### config.mk
export PLATFORM = sky130hd
export DESIGN_NAME = song_sequencer_flat
export DESIGN_NICKNAME = d
export VERILOG_FILES = /design/src/rtl/song_pkg.sv /design/src/rtl/song_sequencer_if.sv /design/src/rtl/song_index_counter.sv /design/src/rtl/song_sequencer.sv /design/src/flat_wrapper.sv
export SDC_FILE = /design/constraint.sdc
export NUM_CORES = 1
export LEC_CHECK = 0
export CORE_AREA = 2 2 39 41
export DETAILED_ROUTE_END_ITERATION = 7
export DIE_AREA = 0 0 41 43
export HOLD_SLACK_MARGIN = 0.08
export PLACE_DENSITY = 0.68
export SLEW_MARGIN = 20
export SYNTH_ARGS = -nofsm -noshare
export SYNTH_HDL_FRONTEND = slang
export SYNTH_SLANG_ARGS = --single-unit
### constraint.sdc
create_clock -name clk -period 1.7 [get_ports clk]
set_input_delay 0.34 -clock clk [delete_from_list [all_inputs] [get_ports clk]]
set_output_delay 0.34 -clock clk [all_outputs]
set_load 0.02 [all_outputs]
### src/rtl/song_pkg.sv
// Shared definitions for the song sequencer control path.
// Holds the controller state encoding, the speed_mode codes and a small helper
// that maps the fast-forward / rewind switches onto a speed code.
package song_pkg;

  // Controller state encoding (3 bits).
  localparam logic [2:0] S_PAUSED  = 3'd0;
  localparam logic [2:0] S_PLAYING = 3'd1;
  localparam logic [2:0] S_SKIP    = 3'd2;
  localparam logic [2:0] S_ADVANCE = 3'd3;
  localparam logic [2:0] S_STOPPED = 3'd4;

  typedef enum logic [2:0] {
    StPaused  = S_PAUSED,
    StPlaying = S_PLAYING,
    StSkip    = S_SKIP,
    StAdvance = S_ADVANCE,
    StStopped = S_STOPPED
  } state_e;

  // speed_mode codes; 2'd3 is never produced.
  localparam logic [1:0] SPD_NORMAL = 2'd0;
  localparam logic [1:0] SPD_FF     = 2'd1;
  localparam logic [1:0] SPD_REW    = 2'd2;

  // Speed is only non-NORMAL while playing; conflicting switches cancel out.
  function automatic logic [1:0] speed_decode(input logic play, input logic ff,
                                              input logic rew);
    logic [1:0] spd;
    spd = SPD_NORMAL;
    if (play) begin
      if (ff && !rew) begin
        spd = SPD_FF;
      end else if (rew && !ff) begin
        spd = SPD_REW;
      end
    end
    return spd;
  endfunction

endpackage

### src/rtl/song_sequencer_if.sv
// Front-panel / player bus of the song sequencer.
// Inputs to the sequencer: play_button, next_button (one-cycle pulses),
// ff_switch0, r_switch1 (levels), song_done (level from the song reader).
// Outputs from the sequencer: play, current_song, reset_player, speed_mode.
// master: the side driving the buttons/switches and observing the player controls.
// slave:  the sequencer itself.
interface song_sequencer_if #(
  parameter int unsigned SONG_W = 2
) ();

  logic              play_button;
  logic              next_button;
  logic              ff_switch0;
  logic              r_switch1;
  logic              song_done;
  logic              play;
  logic [SONG_W-1:0] current_song;
  logic              reset_player;
  logic [1:0]        speed_mode;

  modport master (
    output play_button,
    output next_button,
    output ff_switch0,
    output r_switch1,
    output song_done,
    input  play,
    input  current_song,
    input  reset_player,
    input  speed_mode
  );

  modport slave (
    input  play_button,
    input  next_button,
    input  ff_switch0,
    input  r_switch1,
    input  song_done,
    output play,
    output current_song,
    output reset_player,
    output speed_mode
  );

endinterface

### src/rtl/song_index_counter.sv
// Song index register with increment, optional wrap and an is_last flag.
// Ports:
//   clk_i     - clock
//   rst_ni    - asynchronous active-low reset (index returns to 0)
//   inc_i     - advance the index this cycle
//   wrap_i    - when incrementing from the last song: 1 = go to 0, 0 = hold
//   idx_o     - current song index, always in 0..NUM_SONGS-1
//   is_last_o - idx_o is the last song
module song_index_counter #(
  parameter int unsigned SONG_W    = 2,
  parameter int unsigned NUM_SONGS = 4
) (
  input  logic              clk_i,
  input  logic              rst_ni,
  input  logic              inc_i,
  input  logic              wrap_i,
  output logic [SONG_W-1:0] idx_o,
  output logic              is_last_o
);

  localparam logic [SONG_W-1:0] LastIdx = SONG_W'(NUM_SONGS - 1);

  logic [SONG_W-1:0] idx_d, idx_q;

  assign is_last_o = (idx_q == LastIdx);
  assign idx_o     = idx_q;

  always_comb begin
    idx_d = idx_q;
    if (inc_i) begin
      if (is_last_o) begin
        if (wrap_i) begin
          idx_d = '0;
        end
      end else begin
        idx_d = idx_q + SONG_W'(1);
      end
    end
  end

  always_ff @(posedge clk_i or negedge rst_ni) begin
    if (!rst_ni) begin
      idx_q <= '0;
    end else begin
      idx_q <= idx_d;
    end
  end

endmodule

### src/rtl/song_sequencer.sv
// Music player control unit: turns front-panel pulses and speed switches into
// play enable, song index, a one-cycle player reset and a speed mode.
// Ports:
//   clk   - system clock, rising edge
//   reset - asynchronous active-low reset
//   bus   - slave side of song_sequencer_if (buttons, switches, song_done in;
//           play, current_song, reset_player, speed_mode out; all outputs registered)
module song_sequencer
  import song_pkg::*;
#(
  parameter int unsigned NUM_SONGS    = 4,
  parameter int unsigned SONG_W       = 2,
  parameter bit          AUTO_ADVANCE = 1'b1,
  parameter bit          WRAP         = 1'b1
) (
  input  logic               clk,
  input  logic               reset,
  song_sequencer_if.slave    bus
);

  state_e state_d, state_q;

  logic              play_d, play_q;
  logic              reset_player_d, reset_player_q;
  logic [1:0]        speed_d, speed_q;
  logic              inc;
  logic              wrap;
  logic              is_last;
  logic [SONG_W-1:0] song_idx;

  song_index_counter #(
    .SONG_W   (SONG_W),
    .NUM_SONGS(NUM_SONGS)
  ) u_index (
    .clk_i    (clk),
    .rst_ni   (reset),
    .inc_i    (inc),
    .wrap_i   (wrap),
    .idx_o    (song_idx),
    .is_last_o(is_last)
  );

  // Next state and index control. The index moves on the edge that leaves
  // SKIP/ADVANCE, so a reset during those cycles leaves no partial increment.
  always_comb begin
    state_d = state_q;
    inc     = 1'b0;
    wrap    = 1'b1;
    unique case (state_q)
      StPaused: begin
        if (bus.next_button) begin
          state_d = StSkip;
        end else if (bus.play_button) begin
          state_d = StPlaying;
        end
      end
      StPlaying: begin
        if (bus.next_button) begin
          state_d = StSkip;
        end else if (bus.play_button) begin
          state_d = StPaused;
        end else if (bus.song_done) begin
          state_d = AUTO_ADVANCE ? StAdvance : StPaused;
        end
      end
      StSkip: begin
        // Manual skip always wraps regardless of WRAP.
        inc     = 1'b1;
        wrap    = 1'b1;
        state_d = StPaused;
      end
      StAdvance: begin
        inc  = 1'b1;
        wrap = WRAP;
        if (is_last && !WRAP) begin
          state_d = StStopped;
        end else begin
          state_d = StPlaying;
        end
      end
      StStopped: begin
        if (bus.next_button || bus.play_button) begin
          state_d = StSkip;
        end
      end
      default: begin
        state_d = StPaused;
      end
    endcase
  end

  // Outputs are derived from the state being entered, so they line up with it.
  always_comb begin
    play_d         = (state_d == StPlaying);
    reset_player_d = (state_d == StSkip) || (state_d == StAdvance);
    speed_d        = speed_decode(play_d, bus.ff_switch0, bus.r_switch1);
  end

  always_ff @(posedge clk or negedge reset) begin
    if (!reset) begin
      state_q        <= StPaused;
      play_q         <= 1'b0;
      reset_player_q <= 1'b0;
      speed_q        <= SPD_NORMAL;
    end else begin
      state_q        <= state_d;
      play_q         <= play_d;
      reset_player_q <= reset_player_d;
      speed_q        <= speed_d;
    end
  end

  assign bus.play         = play_q;
  assign bus.current_song = song_idx;
  assign bus.reset_player = reset_player_q;
  assign bus.speed_mode   = speed_q;

endmodule

### src/flat_wrapper.sv
// flat-port wrapper written by rule: the top's interface ports become plain ports
module song_sequencer_flat import song_pkg::*;
#(
  parameter int unsigned NUM_SONGS    = 4,
  parameter int unsigned SONG_W       = 2,
  parameter bit          AUTO_ADVANCE = 1'b1,
  parameter bit          WRAP         = 1'b1
)
  (clk, reset, bus_play_button, bus_next_button, bus_ff_switch0, bus_r_switch1, bus_song_done, bus_play, bus_current_song, bus_reset_player, bus_speed_mode);
  song_sequencer_if #(.SONG_W(SONG_W)) bus_i ();
  input  logic clk;
  input  logic reset;
  input wire logic [$bits(bus_i.play_button)-1:0] bus_play_button;
  input wire logic [$bits(bus_i.next_button)-1:0] bus_next_button;
  input wire logic [$bits(bus_i.ff_switch0)-1:0] bus_ff_switch0;
  input wire logic [$bits(bus_i.r_switch1)-1:0] bus_r_switch1;
  input wire logic [$bits(bus_i.song_done)-1:0] bus_song_done;
  output wire logic [$bits(bus_i.play)-1:0] bus_play;
  output wire logic [$bits(bus_i.current_song)-1:0] bus_current_song;
  output wire logic [$bits(bus_i.reset_player)-1:0] bus_reset_player;
  output wire logic [$bits(bus_i.speed_mode)-1:0] bus_speed_mode;
  assign bus_i.play_button = bus_play_button;
  assign bus_i.next_button = bus_next_button;
  assign bus_i.ff_switch0 = bus_ff_switch0;
  assign bus_i.r_switch1 = bus_r_switch1;
  assign bus_i.song_done = bus_song_done;
  assign bus_play = bus_i.play;
  assign bus_current_song = bus_i.current_song;
  assign bus_reset_player = bus_i.reset_player;
  assign bus_speed_mode = bus_i.speed_mode;
  song_sequencer #(.NUM_SONGS(NUM_SONGS), .SONG_W(SONG_W), .AUTO_ADVANCE(AUTO_ADVANCE), .WRAP(WRAP)) u_core (.clk(clk), .reset(reset), .bus(bus_i));
endmodule
==> flow_metrics.py, run 1 <==
metrics = {
    "route": {
        "ant_nets": 0,
        "dr.pass1.iters": 2,
        "via_per_inst": 4.63,
        "routedWlPerCell_um": 10.7,
        "drc_errors": 0,
        "drtIter0Drc": 1,
        "via_count": 315,
        "routed_wl_um": 726,
    },
    "sta": {
        "fin_setup_tns_ps": 0,
        "setup_viol": 0,
        "fmax_ghz": 0.629,
        "min_period_ps": 1590,
        "timing_hold_violations_final": 0,
        "fin_hold_ws_ps": 379,
        "final.setup.worst_slack_ps": 110,
        "rsz0062_at_grt": "false",
        "slew_violations": 0,
        "max-slew-margin-rel_pct": 73.2,
        "skew_ps": 2.63,
        "tightest_slew_ps": 401,
        "min_period_over_period_pct": 93.6,
    },
    "die": {
        "die_w_um": 41,
        "start_util_pct": 30.4,
        "io_pins": 13,
        "die_h_um": 43,
        "num_rows": 14,
        "core_um2": 1380,
        "fp.dieArea_um2": 1760,
    },
    "power_and_ir_drop": {
        "power.density_nw_per_um2": 1100,
        "ir_worst_vdd_uv": 359,
        "p_leak_nw": 0.261,
        "finalPower_mw": 0.668,
    },
    "clocking": {
        "root_buffer": "clkbuf_4",
        "clk_latency_ps": 250,
        "clock-sinks": 9,
        "holdBufCountCts": 0,
        "cts_resized": 0,
        "cts_tree": "yes",
        "cts_htree_levels": 1,
        "clk_path_buf_depth": 2,
        "postCtsSetupBuffers": 0,
        "path_clk_slew_ps": 60,
        "cts_buffers": 3,
    },
    "final_layout": {
        "area_growth_pct": 44.0,
        "num-nets-final": 61,
        "final_util_pct": 43.8,
        "fin_cells": 68,
        "fillCellCount": 137,
        "drive_above_1_share_pct": 21.2,
        "postLayoutCellArea_um2": 606,
        "n_antenna_cell": 0,
    },
    "global_route": {
        "grt_pass1_vias": 292,
        "grt.total_usage_pct": 10.2,
        "antenna_found_initial": 0,
        "grt_pass1_wl_um": 1150,
        "grt_max_degree": 10,
        "gr-total-overflow": 0,
    },
    "place": {
        "port_buffers": 12,
        "post-place-cells": 64,
        "placed_area_um2": 579,
        "post-place-ws_ps": -85.8,
        "place.gp.congestion": 0.690,
        "place_hpwl_um": 563,
    },
    "synth": {
        "synth_seq_area_share_pct": 53.6,
        "ys_ff_latch": 9,
        "syn_nets": 42,
        "ys_types": 16,
        "synth_area_per_cell_um2": 12.4,
        "synth_warnings": 0,
        "mappedNetlistArea_um2": 420,
        "synthCells": 34,
    },
    "worst_setup_path": {
        "crit_required_ps": 1360,
        "worstPathCellList": "clkdlybuf4s50_1",
        "start_kind": "flop",
        "criticalPathCategory": "reg2out",
        "setup.worst_path.end_class": "output pin",
        "critPathTopFamily": "buffers and inverters",
        "worstPathMaxFanout": 4,
        "critPathSlowestCell": "clkdlybuf4s50_1",
        "slowest_delay_ps": 610,
        "crit_arrival_ps": 1250,
        "worst-path-buf-inv": 1,
    },
    "run": {
        "drv_cap": 0,
    },
    "run_status": {
        "outcome": "completed",
    },
    "hold_path": {
        "hp-class": "in2async",
    },
}
layout by cell type (no fill, tap or decap), types with 2 or more instances in the layout:
master and instances:
nor4b_4 2, buf_4 3, mux2_2 2, nand2_1 3, a31oi_1 2, clkdlybuf4s50_1 12
nor2_1 5, or4b_1 2, clkbuf_4 3, dfrtp_1 9
routing by layer:
layer  vias to the layer above  track usage [%]  wire length (um)
li1                        160                -                 -
met1                       141             12.3               331
met2                        12             12.5               313
met3                         2             4.71                71
met4                         0             10.0                10
met5                         -                0                 0
Yosys cell counts (all sizes together):
master / n / area share [%]
dfrtp: 9 / 54
nand3b: 1 / 1.8
nand3: 1 / 1.2
nand2: 3 / 2.7
and3: 2 / 4.2
or4b: 2 / 4.8
nor4b: 2 / 11
nor2: 5 / 4.5
ha: 1 / 3.0
a31oi: 2 / 3.0
o21ai: 1 / 1.2
a21oi: 1 / 1.2
clkbuf: 1 / 0.89
nor2b: 1 / 1.5
mux2: 2 / 5.4
worst register-to-register path, stage by stage (launching register included):
cell	delay, ps
dfrtp_1	440
or4b_1	550
and3_4	200
nor4b_4	200
cell type report:
type | instances | area [um2] | share of cell area, %
tap | 16 | 20.0 | 3.31
sequential | 9 | 225 | 37.2
timing repair buffer | 15 | 143 | 23.6
clock buffer | 4 | 26.3 | 4.34
multi-input combinational | 24 | 191 | 31.6
registers in the layout (all words and copies together) (netlist names):
signal	flops
u_core.bus.play	1
u_core.bus.speed_mode	2
u_core.state_q	3
u_core.u_index.idx_o	2
u_core.bus.reset_player	1
where the power goes:
part	leakage (nW)	internal [mW]	switching, mW
Combinational	0.130	0.127	0.0998
Clock	0.0150	0.0900	0.0681
Sequential	0.116	0.253	0.0296
worst paths after layout:
path	startpoint	endpoint	slack [ps]	depth (start not counted)
max	u_core.u_index.idx_o[0]	bus_current_song[0]	110	1
min	reset	u_core.state_q[1]	380	1
max reg2reg	u_core.state_q[0]	u_core.bus.speed_mode[1]	230	3
min reg2reg	u_core.u_index.idx_o[1]	u_core.u_index.idx_o[1]	540	1
max in group asynchronous	reset	u_core.state_q[2]	1040	1
min in group clk	u_core.u_index.idx_o[1]	u_core.u_index.idx_o[1]	540	1
cell families (layout without fill, tap and decap cells):
logic type / after synthesis / count (layout) / synth area share, %
AND/OR/NAND/NOR: 17 / 17 / 31.8
AO/OA/AOI/OAI: 4 / 4 / 5.35
adder cells (fa/ha/maj): 1 / 1 / 2.98
multiplexers: 2 / 2 / 5.36
flip-flops: 9 / 9 / 53.6
buffers and inverters: 1 / 19 / 0.892
Power figures use the tool's default switching activity.
==> inputs of run 2 (changes only) <==
Settings changed: PLACE_DENSITY 0.68 to 0.7, SYNTH_HIERARCHICAL set to 1.
==> run 2 against run 1 <==
  * Critical endpoint unchanged
  * Maximum frequency is 0.90% lower
  * Clock power about the same
  * Clock skew fell by 1.7 ps
  * Core utilization up 0.99 points
  * Highest routed layer unchanged
  * Die area stayed put
  * Sequential cell count unchanged
  * Largest power group unchanged
  * Combinational power is 8% higher
==> flow_metrics.py, run 2 <==
metrics = {
    "run_status": {
        "outcome": "completed",
    },
    "final_layout": {
        "n_antenna_cell": 0,
        "postLayoutCellArea_um2": 619,
        "drive_above_1_share_pct": 20.4,
        "final_util_pct": 44.8,
        "mostFrequentLayoutCells": "12 x clkdlybuf4s50_1, 9 x dfrtp_1, 4 x nor2_1",
        "fillCellCount": 139,
        "fin_cells": 70,
        "area_growth_pct": 40.2,
        "num-nets-final": 63,
        "regMostFlops": "u_core/state_q",
        "layout_commonest_cell": "clkdlybuf4s50_1",
        "largest_reg_flops": 3,
    },
    "route": {
        "ant_nets": 0,
        "dr.pass1.iters": 4,
        "via_per_inst": 4.79,
        "drc_errors": 0,
        "routed_wl_um": 729,
        "routedWlPerCell_um": 10.4,
        "drtIter0Drc": 4,
        "via_count": 335,
    },
    "synth": {
        "ys_async_sr_fraction_pct": 100,
        "synth-edff-count": 0,
        "netlist_top_cells_count": "9 x dfrtp_1, 4 x nor2_1, 3 x nand2_1",
        "synthFlopType": "dfrtp_1",
        "synth.area.top_cells": "dfrtp_1 51%, nor4b_4 11%, or4b_1 4.5%, mux2_4 3.4%, nor2_1 3.4%",
        "syn_nets": 45,
        "synth_warnings": 6,
        "mappedNetlistArea_um2": 442,
        "ys_types": 21,
        "synthCells": 37,
        "ys_ff_latch": 9,
        "synth_top_cell_area_share_pct": 51.0,
        "synth_area_per_cell_um2": 11.9,
        "synth_seq_area_share_pct": 51.0,
        "synth_top_area_cell": "dfrtp_1",
        "yosysMostFrequentCell": "dfrtp_1",
    },
    "clocking": {
        "clock-sinks": 9,
        "cts_tree": "yes",
        "path_clk_slew_ps": 60,
        "cts_resized": 0,
        "clk_latency_ps": 250,
        "root_buffer": "clkbuf_4",
        "postCtsSetupBuffers": 0,
        "cts_buffers": 3,
        "clk_path_buf_depth": 2,
        "holdBufCountCts": 0,
        "cts_htree_levels": 1,
    },
    "worst_setup_path": {
        "slowest_delay_ps": 620,
        "critPathTopFamily": "buffers and inverters",
        "rrSetupSlack_ps": 220,
        "worst-path-buf-inv": 1,
        "worstPathCellList": "clkdlybuf4s50_1",
        "crit_arrival_ps": 1260,
        "setup.worst_path.end_class": "output pin",
        "criticalPathCategory": "reg2out",
        "start_kind": "flop",
        "worstPathMaxFanout": 4,
        "critPathSlowestCell": "clkdlybuf4s50_1",
        "crit_required_ps": 1360,
    },
    "die": {
        "die_w_um": 41,
        "die_h_um": 43,
        "core_um2": 1380,
        "fp.dieArea_um2": 1760,
        "start_util_pct": 31.9,
        "io_pins": 13,
        "num_rows": 14,
    },
    "power_and_ir_drop": {
        "p_leak_nw": 0.271,
        "finalPower_mw": 0.688,
        "ir_worst_vdd_uv": 436,
        "power.density_nw_per_um2": 1110,
    },
    "sta": {
        "setup_viol": 0,
        "min_period_over_period_pct": 94.4,
        "rsz0062_at_grt": "false",
        "timing_hold_violations_final": 0,
        "slew_violations": 0,
        "final.setup.worst_slack_ps": 95.1,
        "fmax_ghz": 0.623,
        "skew_ps": 0.916,
        "min_period_ps": 1600,
    },
    "place": {
        "post-place-cells": 66,
        "placed_area_um2": 593,
        "place_hpwl_um": 574,
        "place.gp.congestion": 0.700,
        "post-place-ws_ps": -124,
        "port_buffers": 12,
    },
    "run": {
        "drv_cap": 0,
    },
    "global_route": {
        "grt_max_degree": 10,
        "grt.total_usage_pct": 11.0,
        "antenna_found_initial": 0,
        "gr-total-overflow": 0,
        "grt_pass1_wl_um": 1240,
        "grt_pass1_vias": 312,
    },
    "hold_path": {
        "hp-class": "in2async",
    },
}
==> run 2: area by class of cell <==
cell class	count	area, um2	share of cell area, %
Inverter	1	3.75	0.606
Sequential cell	9	225	36.4
Timing Repair Buffer	14	135	21.8
Tap cell	16	20.0	3.23
Multi-Input combinational cell	26	209	33.7
Clock buffer	4	26.3	4.24
==> run 2: kinds of logic after synthesis <==
kind of cell	Yosys count	synth area share (%)
AND/OR/NAND/NOR	17	31.2
flip-flops	9	51.0
AO/OA/AOI/OAI	6	9.06
buffers and inverters	2	1.70
multiplexers	1	3.40
adder cells (fa/ha/maj)	1	2.83
other	1	0.849
==> run 2: path summary, 6_finish.rpt <==
check / start / end / depth (start not counted)
min in group clk: u_core/u_index/idx_o[1] / u_core/u_index/idx_o[1] / 1
min: reset / u_core/u_index/idx_o[1] / 1
max in group asynchronous: reset / u_core/bus.play / 1
max reg2reg: u_core/state_q[0] / u_core/bus.speed_mode[0] / 3
min reg2reg: u_core/u_index/idx_o[1] / u_core/u_index/idx_o[1] / 1
max: u_core/u_index/idx_o[0] / bus_current_song[0] / 1
==> run 2: per-stage QoR <==
step                hold WS [ps]  setup TNS [ps]
CTS                          392               0
global route                 406               0
detailed placement           536            -232
floorplan                   44.4               0
global placement             526            -187
finish                       380               0
==> run 2: layer usage <==
metal	up-vias	share of wire [%]	track usage [%]
met5	-	0	0
met2	12	47	15.6
li1	168	-	-
met1	153	42	11.6
met4	0	1.4	12.0
met3	2	9.7	3.14
==> run 2: power by group <==
group	total [mW]	switching [mW]	internal, mW
clock network	0.159	0.0686	0.0901
logic	0.246	0.107	0.139
registers	0.284	0.0312	0.253
total	0.688	0.206	0.482
